<file path="src/rtl/pmod_dac_sequencer.sv">
// rtl/pmod_dac_sequencer.sv - FIFO-buffered sample-rate sequencer feeding the PMOD DAC SPI block
module pmod_dac_sequencer #(
    parameter int RESOLUTION   = 16,
    parameter int DEPTH        = 16,
    parameter int PERIOD_WIDTH = 16,
    parameter int MIN_PERIOD   = 64,
    parameter int START_HOLD   = 8
) (
    input  logic                       clk,
    input  logic                       rst,
    input  logic [RESOLUTION-1:0]      wr_data,
    input  logic                       wr_en,
    input  logic                       enable,
    input  logic [PERIOD_WIDTH-1:0]    period,
    input  logic                       clear_flags,
    output logic [RESOLUTION-1:0]      dac_din,
    output logic                       dac_load_din,
    output logic                       dac_start,
    output logic [$clog2(DEPTH):0]     count,
    output logic                       full,
    output logic                       empty,
    output logic                       busy,
    output logic                       underflow,
    output logic                       overflow
);

    localparam int AW = $clog2(DEPTH);
    localparam int CW = AW + 1;
    localparam logic [PERIOD_WIDTH-1:0] MIN_P = PERIOD_WIDTH'(MIN_PERIOD);
    localparam logic [PERIOD_WIDTH-1:0] HOLD  = PERIOD_WIDTH'(START_HOLD);
    localparam logic [PERIOD_WIDTH-1:0] ONE   = PERIOD_WIDTH'(1);

    typedef enum logic [1:0] {IDLE, LOAD, START, WAIT} state_t;

    state_t                  state_q, state_d;
    logic [PERIOD_WIDTH-1:0] cnt_q, cnt_d;
    logic [PERIOD_WIDTH-1:0] eff_q, eff_d;
    logic [AW-1:0]           wr_ptr_q, wr_ptr_d;
    logic [AW-1:0]           rd_ptr_q, rd_ptr_d;
    logic [CW-1:0]           count_q, count_d;
    logic [RESOLUTION-1:0]   din_q, din_d;
    logic                    uf_q, uf_d;
    logic                    of_q, of_d;
    logic [RESOLUTION-1:0]   mem [DEPTH];

    logic full_w, empty_w, pop, wr_ok, uf_set, of_set;

    assign full_w  = (count_q == CW'(DEPTH));
    assign empty_w = (count_q == '0);

    always_comb begin
        state_d  = state_q;
        cnt_d    = cnt_q;
        eff_d    = eff_q;
        pop      = 1'b0;
        uf_set   = 1'b0;
        unique case (state_q)
            IDLE: begin
                if (enable && !empty_w) begin
                    pop     = 1'b1;
                    state_d = LOAD;
                end
            end
            LOAD: begin
                cnt_d   = cnt_q + ONE;
                state_d = START;
            end
            START: begin
                cnt_d = cnt_q + ONE;
                if (cnt_q == HOLD) state_d = WAIT;
            end
            WAIT: begin
                cnt_d = cnt_q + ONE;
                if (cnt_q == eff_q - ONE) begin
                    if (enable && !empty_w) begin
                        pop     = 1'b1;
                        state_d = LOAD;
                    end else begin
                        uf_set  = enable;
                        state_d = IDLE;
                    end
                end
            end
            default: state_d = IDLE;
        endcase
        // Counter reads 0 during LOAD so WAIT expiry lands exactly eff cycles later.
        if (pop) begin
            cnt_d = '0;
            eff_d = (period < MIN_P) ? MIN_P : period;
        end
    end

    always_comb begin
        wr_ok    = wr_en && (!full_w || pop);
        of_set   = wr_en && full_w && !pop;
        wr_ptr_d = wr_ok ? wr_ptr_q + AW'(1) : wr_ptr_q;
        rd_ptr_d = pop ? rd_ptr_q + AW'(1) : rd_ptr_q;
        din_d    = pop ? mem[rd_ptr_q] : din_q;
        count_d  = count_q;
        if (wr_ok && !pop) count_d = count_q + CW'(1);
        if (!wr_ok && pop) count_d = count_q - CW'(1);
        // A set event in the same cycle as clear_flags keeps the flag high.
        uf_d = uf_set || (uf_q && !clear_flags);
        of_d = of_set || (of_q && !clear_flags);
    end

    always_ff @(posedge clk or posedge rst) begin
        if (rst) begin
            state_q  <= IDLE;
            cnt_q    <= '0;
            eff_q    <= MIN_P;
            wr_ptr_q <= '0;
            rd_ptr_q <= '0;
            count_q  <= '0;
            din_q    <= '0;
            uf_q     <= 1'b0;
            of_q     <= 1'b0;
        end else begin
            state_q  <= state_d;
            cnt_q    <= cnt_d;
            eff_q    <= eff_d;
            wr_ptr_q <= wr_ptr_d;
            rd_ptr_q <= rd_ptr_d;
            count_q  <= count_d;
            din_q    <= din_d;
            uf_q     <= uf_d;
            of_q     <= of_d;
        end
    end

    always_ff @(posedge clk) begin
        if (wr_ok) mem[wr_ptr_q] <= wr_data;
    end

    assign dac_din      = din_q;
    assign dac_load_din = (state_q == LOAD);
    assign dac_start    = (state_q == START);
    assign busy         = (state_q != IDLE);
    assign count        = count_q;
    assign full         = full_w;
    assign empty        = empty_w;
    assign underflow    = uf_q;
    assign overflow     = of_q;

endmodule

</file>
<file path="config.mk">
export PLATFORM = sky130hd
export DESIGN_NAME = pmod_dac_sequencer
export DESIGN_NICKNAME = d
export VERILOG_FILES = /design/src/rtl/pmod_dac_sequencer.sv
export SDC_FILE = /design/constraint.sdc
export NUM_CORES = 1
export LEC_CHECK = 0
export BUFFER_PORTS_ARGS = -buffer_cell sky130_fd_sc_hd__buf_2
export CAP_MARGIN = 20
export CORE_UTILIZATION = 45
export DETAILED_ROUTE_END_ITERATION = 16
export GPL_ROUTABILITY_DRIVEN = 0
export SYNTH_ARGS = -nofsm -noshare
export SYNTH_HDL_FRONTEND = slang
export SYNTH_SLANG_ARGS = --single-unit
export TNS_END_PERCENT = 20
</file>
<file path="constraint.sdc">
create_clock -name clk -period 7.1 [get_ports clk]
set_input_delay 0 -clock clk [delete_from_list [all_inputs] [get_ports clk]]
set_output_delay 0 -clock clk [all_outputs]
set_load 0.05 [all_outputs]
</file>
Word level (Yosys, flattened, before mapping) --
Memory sizes are Yosys's and may differ from the RTL's. A register that Yosys moved wholly into a read port is not among the register bits. Cells that the tools add are included.
Storage, ports and cells: flip-flop bits (word level) 49, memory bits (writable) 256, output and inout bits 28, memories kept 1
Cells by class: add/sub/neg operators 6, $lt $le $gt $ge 1, equal/unequal tests 9, mux-type cells 18, reductions and logical operators 23
Memory list:
- mem | depth 16, bits a word 16, read ports 1, clocked after Yosys merged registers in 1, wr ports 1, line 44 | logic [RESOLUTION-1:0] mem [DEPTH];
Operators with widths (count):
- $mux 16 | 3
- $add 16x1->16 const B | 1
- $eq 16x16->1 | 1
- $eq 16x4->1 const B | 1
- $lt 16x7->1 const B | 1
- $sub 16x1->16 const B | 1
- $mux 5 | 2
- $add 4x1->4 const B | 2
- $logic_and 1x1->1 | 8
- $mux 1 | 8
- $pmux 2 s4 | 1
- $mux 2 | 3
- $reduce_bool 2->1 | 3
- $add 5x1->5 const B | 1
- $eq 5x5->1 const B | 1
- $logic_not 1->1 | 5
- $logic_not 5->1 | 1
- $sub 5x1->5 const B | 1
- $eq 2x2->1 const B | 2
- $ne 2x2->1 const B | 2
- $logic_or 1x1->1 | 3
- $reduce_and 3->1 | 1
- $reduce_or 3->1 | 1
- $eq 2x1->1 const B | 1
- 3 further kinds | 3

Longest topological paths before layout --
depth in word-level cells 11, mapped depth 18

Worst setup path before layout --
OpenSTA, ideal clock, no wires.
kind reg2reg, start point reg eff_q[0], end point mem mem[0][0], enable pin, setup time 409 ps, arrival 3900 ps, path slack 2790 ps, cell stages (with the launch flop) 13, path buffers 2, cell sequence dfrtp_1 -> inv_1 -> ha_1 -> buf_2 -> or4b_4 -> nor4_4 -> o22ai_1 -> nor4b_2 -> o2111ai_1 -> o21ai_4 -> buf_2 -> o211ai_1 -> nor3_1
On the way: word-level cells in the longest chain between the ends 8
Ends and longest elaborated chain:
- start, declared | line 37 | logic [PERIOD_WIDTH-1:0] eff_q, eff_d;
- start signal, assigned | line 111 | eff_q <= MIN_P;
- start signal, assigned | line 121 | eff_q <= eff_d;
- $sub 16x1->16 | line 74 | if (cnt_q == eff_q - ONE) begin
- $eq 16x16->1 | line 74
- $mux 1 | line 74
- $pmux 1 s2 | line 57 | unique case (state_q)
- $logic_or 1x1->1 | line 94 | wr_ok = wr_en && (!full_w || pop);
- $logic_and 1x1->1 | line 94
- $mux 1 | line 132 | if (wr_ok) mem[wr_ptr_q] <= wr_data;
- $mux 1 (not written as such) | line 132
- end, declared | line 44
Every way passes these cells.

Final worst setup path --
start point reg eff_q[0], end point reg count_q[3] (netlist: count[3])
On the way: word-level cells in the longest chain between the ends 9, elaborated cells between the ends (all ways) 12
Ends and longest elaborated chain:
- $sub 16x1->16 * | line 74
- $eq 16x16->1 * | line 74
- $mux 1 * | line 74
- $pmux 1 s2 * | line 57
- $logic_or 1x1->1 | line 94
- $logic_and 1x1->1 | line 94
- $logic_not 1->1 | line 101 | if (!wr_ok && pop) count_d = count_q - CW'(1);
- $logic_and 1x1->1 | line 101
- $mux 5 or $reduce_bool 2->1 (tied branches)
- end signal, assigned | line 124 | count_q <= count_d;
- end, declared | line 40 | logic [CW-1:0] count_q, count_d;
Every way passes the cells marked *; elsewhere a longest branch is shown, timed or not. A chain may end at the register's enable or synchronous reset.

==> results.yml <==
layout:
  regArea_um2: 9320
  nNetsFinal: 989
  layoutNonFillerInstCount: 1345
  fin_area_um2: 15800
  syn_to_final_growth_pct: 17.2
  antenna_cells: 0
  final_cell_mix: "edfxtp_1, buf_2, dfrtp_1"
  drive_gt1_share_pct: 22.5
  multiInputGateArea_um2: 3910
  final_common_cell: "edfxtp_1"
  nFillCells: 2342
setup_path:
  startpoint_type: "register"
  path_depth: 17
  cp-endpoint: "count[3]"
  slowest_stage: "or4b_4"
  crit_buf_inv: 3
  critPathRequiredTime_ps: 7500
  cpPeakStageDelay_ps: 560
  cp_top_family: "simple AND/OR/NAND/NOR gates"
  startpoint: "eff_q[0]"
  rr_startpoint: "eff_q[0]"
  rrSetupSlack_ps: 2470
  timing_worst_setup_path_type: "reg -> reg"
  ff2ff_path_depth: 17
  worstSetupEndpointType: "register"
  r2r-end: "count[3]"
  cp_cell_sequence: "inv_1 -> ha_1 -> or4b_4 -> nor4_1 -> mux2i_1 -> a311o_1 -> nand4_1 -> o21ai_4 -> buf_4 -> nand2_1 -> inv_1 -> ha_1 -> a21o_1 -> a21oi_1 -> xor2_1 -> nor2_1 -> a221o_1"
  crit_fanout: 22
  cp.arrival_ps: 5030
timing:
  worst_pin_slew_ps: 1040
  grt_setup_unrepaired: "false"
  setup_viol: 0
  fin_crit_ps: 4630
  finalWorstSetupSlack_ps: 2470
  drv_slew: 0
  timing.slew.headroom_pct: 30.4
  fin_crit_sh_pct: 65.3
  timing.hold.ws_ps: 279
  skew_ps: 18.9
  max_freq_mhz: 216
  fin_tns_setup_ps: 0
  hold_viol: 0
route:
  drtIter0Drc: 715
  vias_per_cell: 5.71
  wl_per_cell_um: 23.2
  num_vias: 7681
  drc: 0
  drt_wl_total_mm: 31.2
  dr.pass1.iters: 7
  ant_nets: 0
die:
  core.rowCount: 62
  dieArea_um2: 30600
  die_w_um: 175
  ios: 65
  start_util_pct: 46.3
  die_h_um: 175
  coreArea_um2: 29100
clocking:
  clock-root-buffer: "clkbuf_16"
  cts_resized: 0
  cts_tree: "yes"
  clock_latency_ps: 520
  cts_max_path_buffers: 3
  cts.hold.buffers_added: 38
  postCtsSetupBuffers: 0
  clk_pin_slew_worst_paths_ps: 60
  htree_num_levels: 2
  clkSinkCount: 321
  cts_buffers: 35
synthesis:
  ys_warn_count: 0
  seq_area_frac_synth_pct: 69.2
  synthAdderAreaFrac_pct: 1.64
  syn_avg_cell_area_um2: 16.3
  synthFlopType: "edfxtp_1"
  ys_ff_latch: 321
  synth_edf_count: 256
  synth_simple_gate_area_share_pct: 5.99
  synth_area_um2: 13500
  synth_mux_area_share_pct: 11.5
  synth_xor_area_share_pct: 2.80
  syn_nets: 880
  synth_compound_area_share_pct: 6.78
  synth_top_family_by_area: "multiplexers"
  postSynth.asyncResetShare_pct: 20.2
  ys_types: 61
  synth_cells: 826
place:
  place_inst: 1244
  place_hpwl_mm: 19.8
  numPortBuffers: 64
  dpl_worst_slack_ps: 2530
  post_dp_cell_area_um2: 14200
global_routing:
  grt_start_max_net_pins: 66
  grt-ovfl-total: 0
  grt_pass1_wl_mm: 47.6
  grt_antenna_before_repair: 0
  grt_usage_pct: 21.1
  grt_pass1_vias: 7633
power:
  p_comb_share_pct: 33.4
  clkPwrFrac_pct: 26.8
  p_leak_nw: 5.64
  power.density_nw_per_um2: 434
  internal_power_mw: 4.41
  switching_share_pct: 35.5
  irDropWorstVdd_v: 0.000228
  p_sw_mw: 2.43
  pwr-share-seq_pct: 39.8
job:
  maxCapViolations: 0
worst_hold_path:
  hold_class: "in -> reg"
outcome:
  status: "finished clean"
==> synthesized netlist by cell type, drive strengths merged, types with 3 or more instances <==
cell type	count	area (um2)
nand3	15	75.1
nor3	16	80.1
dfrtp	64	1600
o21ai	14	81.3
a222oi	16	160
inv	28	105
buf	19	87.6
o211ai	5	42.5
xnor2	27	236
or2	3	18.8
nand2	19	71.3
nor4b	3	32.5
a221oi	17	149
mux2	11	124
nor2b	4	25.0
xor2	16	140
o2111ai	3	26.3
nor2	67	251
mux4	48	1080
o21a	3	22.5
a21o	17	128
and3	4	25.0
a21oi	21	105
nor3b	4	30.0
clkbuf	24	90.1
ha	16	200
and2	3	18.8
a221o	3	30.0
edfxtp	256	7690
nand4	6	37.5
mux2i	34	340
nor4	7	58.8
==> worst min path at each step <==
stage               depth (start not counted)  endpoint      start  slack [ps]
finish                                      3  eff_q[7]  period[7]         280
global route                                3  eff_q[7]  period[7]         270
CTS                                         4  eff_q[9]  period[9]         240
detailed placement                          3  eff_q[6]  period[6]         230
global placement                            3  eff_q[6]  period[6]         230
floorplan                                   2  eff_q[6]  period[6]         100
==> power groups by stage <==
stage,combinational [mW],clock (mW),sequential [mW]
floorplan,1.57,0,2.78
global placement,2.26,0,2.76
detailed placement,2.27,0,2.76
CTS,2.30,1.87,2.73
global route,2.46,1.95,2.77
finish,2.28,1.84,2.72
==> cell type report <==
class | count | area share (%)
Sequential cell | 321 | 59.1
Multi-Input combinational cell | 434 | 24.8
Clock buffer | 44 | 5.83
Timing Repair Buffer | 115 | 5.06
Tap cell | 384 | 3.05
Clock inverter | 19 | 1.54
Inverter | 28 | 0.674
==> worst min-delay path, delay by kind of cell <==
kind	cells	cell delay [ps]
buffers and inverters	2	620
multiplexers	1	130
==> sequential cells by signal, indices dropped and copies added, names as in the netlist <==
name       cells
wr_ptr_q       4
cnt_q         16
mem          256
rd_ptr_q       4
eff_q         16
overflow       1
count          5
dac_din       16
underflow      1
state_q        2
==> kinds of logic after synthesis <==
logic type	after synthesis
AOI/OAI and AO/OA	120
buffers and inverters	71
muxes	93
adders and majority gates	17
and+or+nand+nor	161
DFF	321
xor gates and xnor gates	43
==> stage by stage <==
| stage | util [%] | power [mW] |
|---|---|---|
| 4_1_cts | 54.2 | 6.90 |
| 3_3_place_gp | 48.9 | 5.02 |
| 6_report | 54.2 | 6.84 |
| 2_1_floorplan | - | 4.35 |
| 3_5_place_dp | 48.9 | 5.03 |
| 5_1_grt | 54.2 | 7.18 |
==> layer usage <==
layer	routed length (um)	up-vias	track usage (%)
met2	15100	231	34.7
met3	1530	45	2.94
li1	-	3458	-
met1	13900	3947	29.5
met5	0	-	0
met4	705	0	5.76
(Power assumes the default switching activity.)
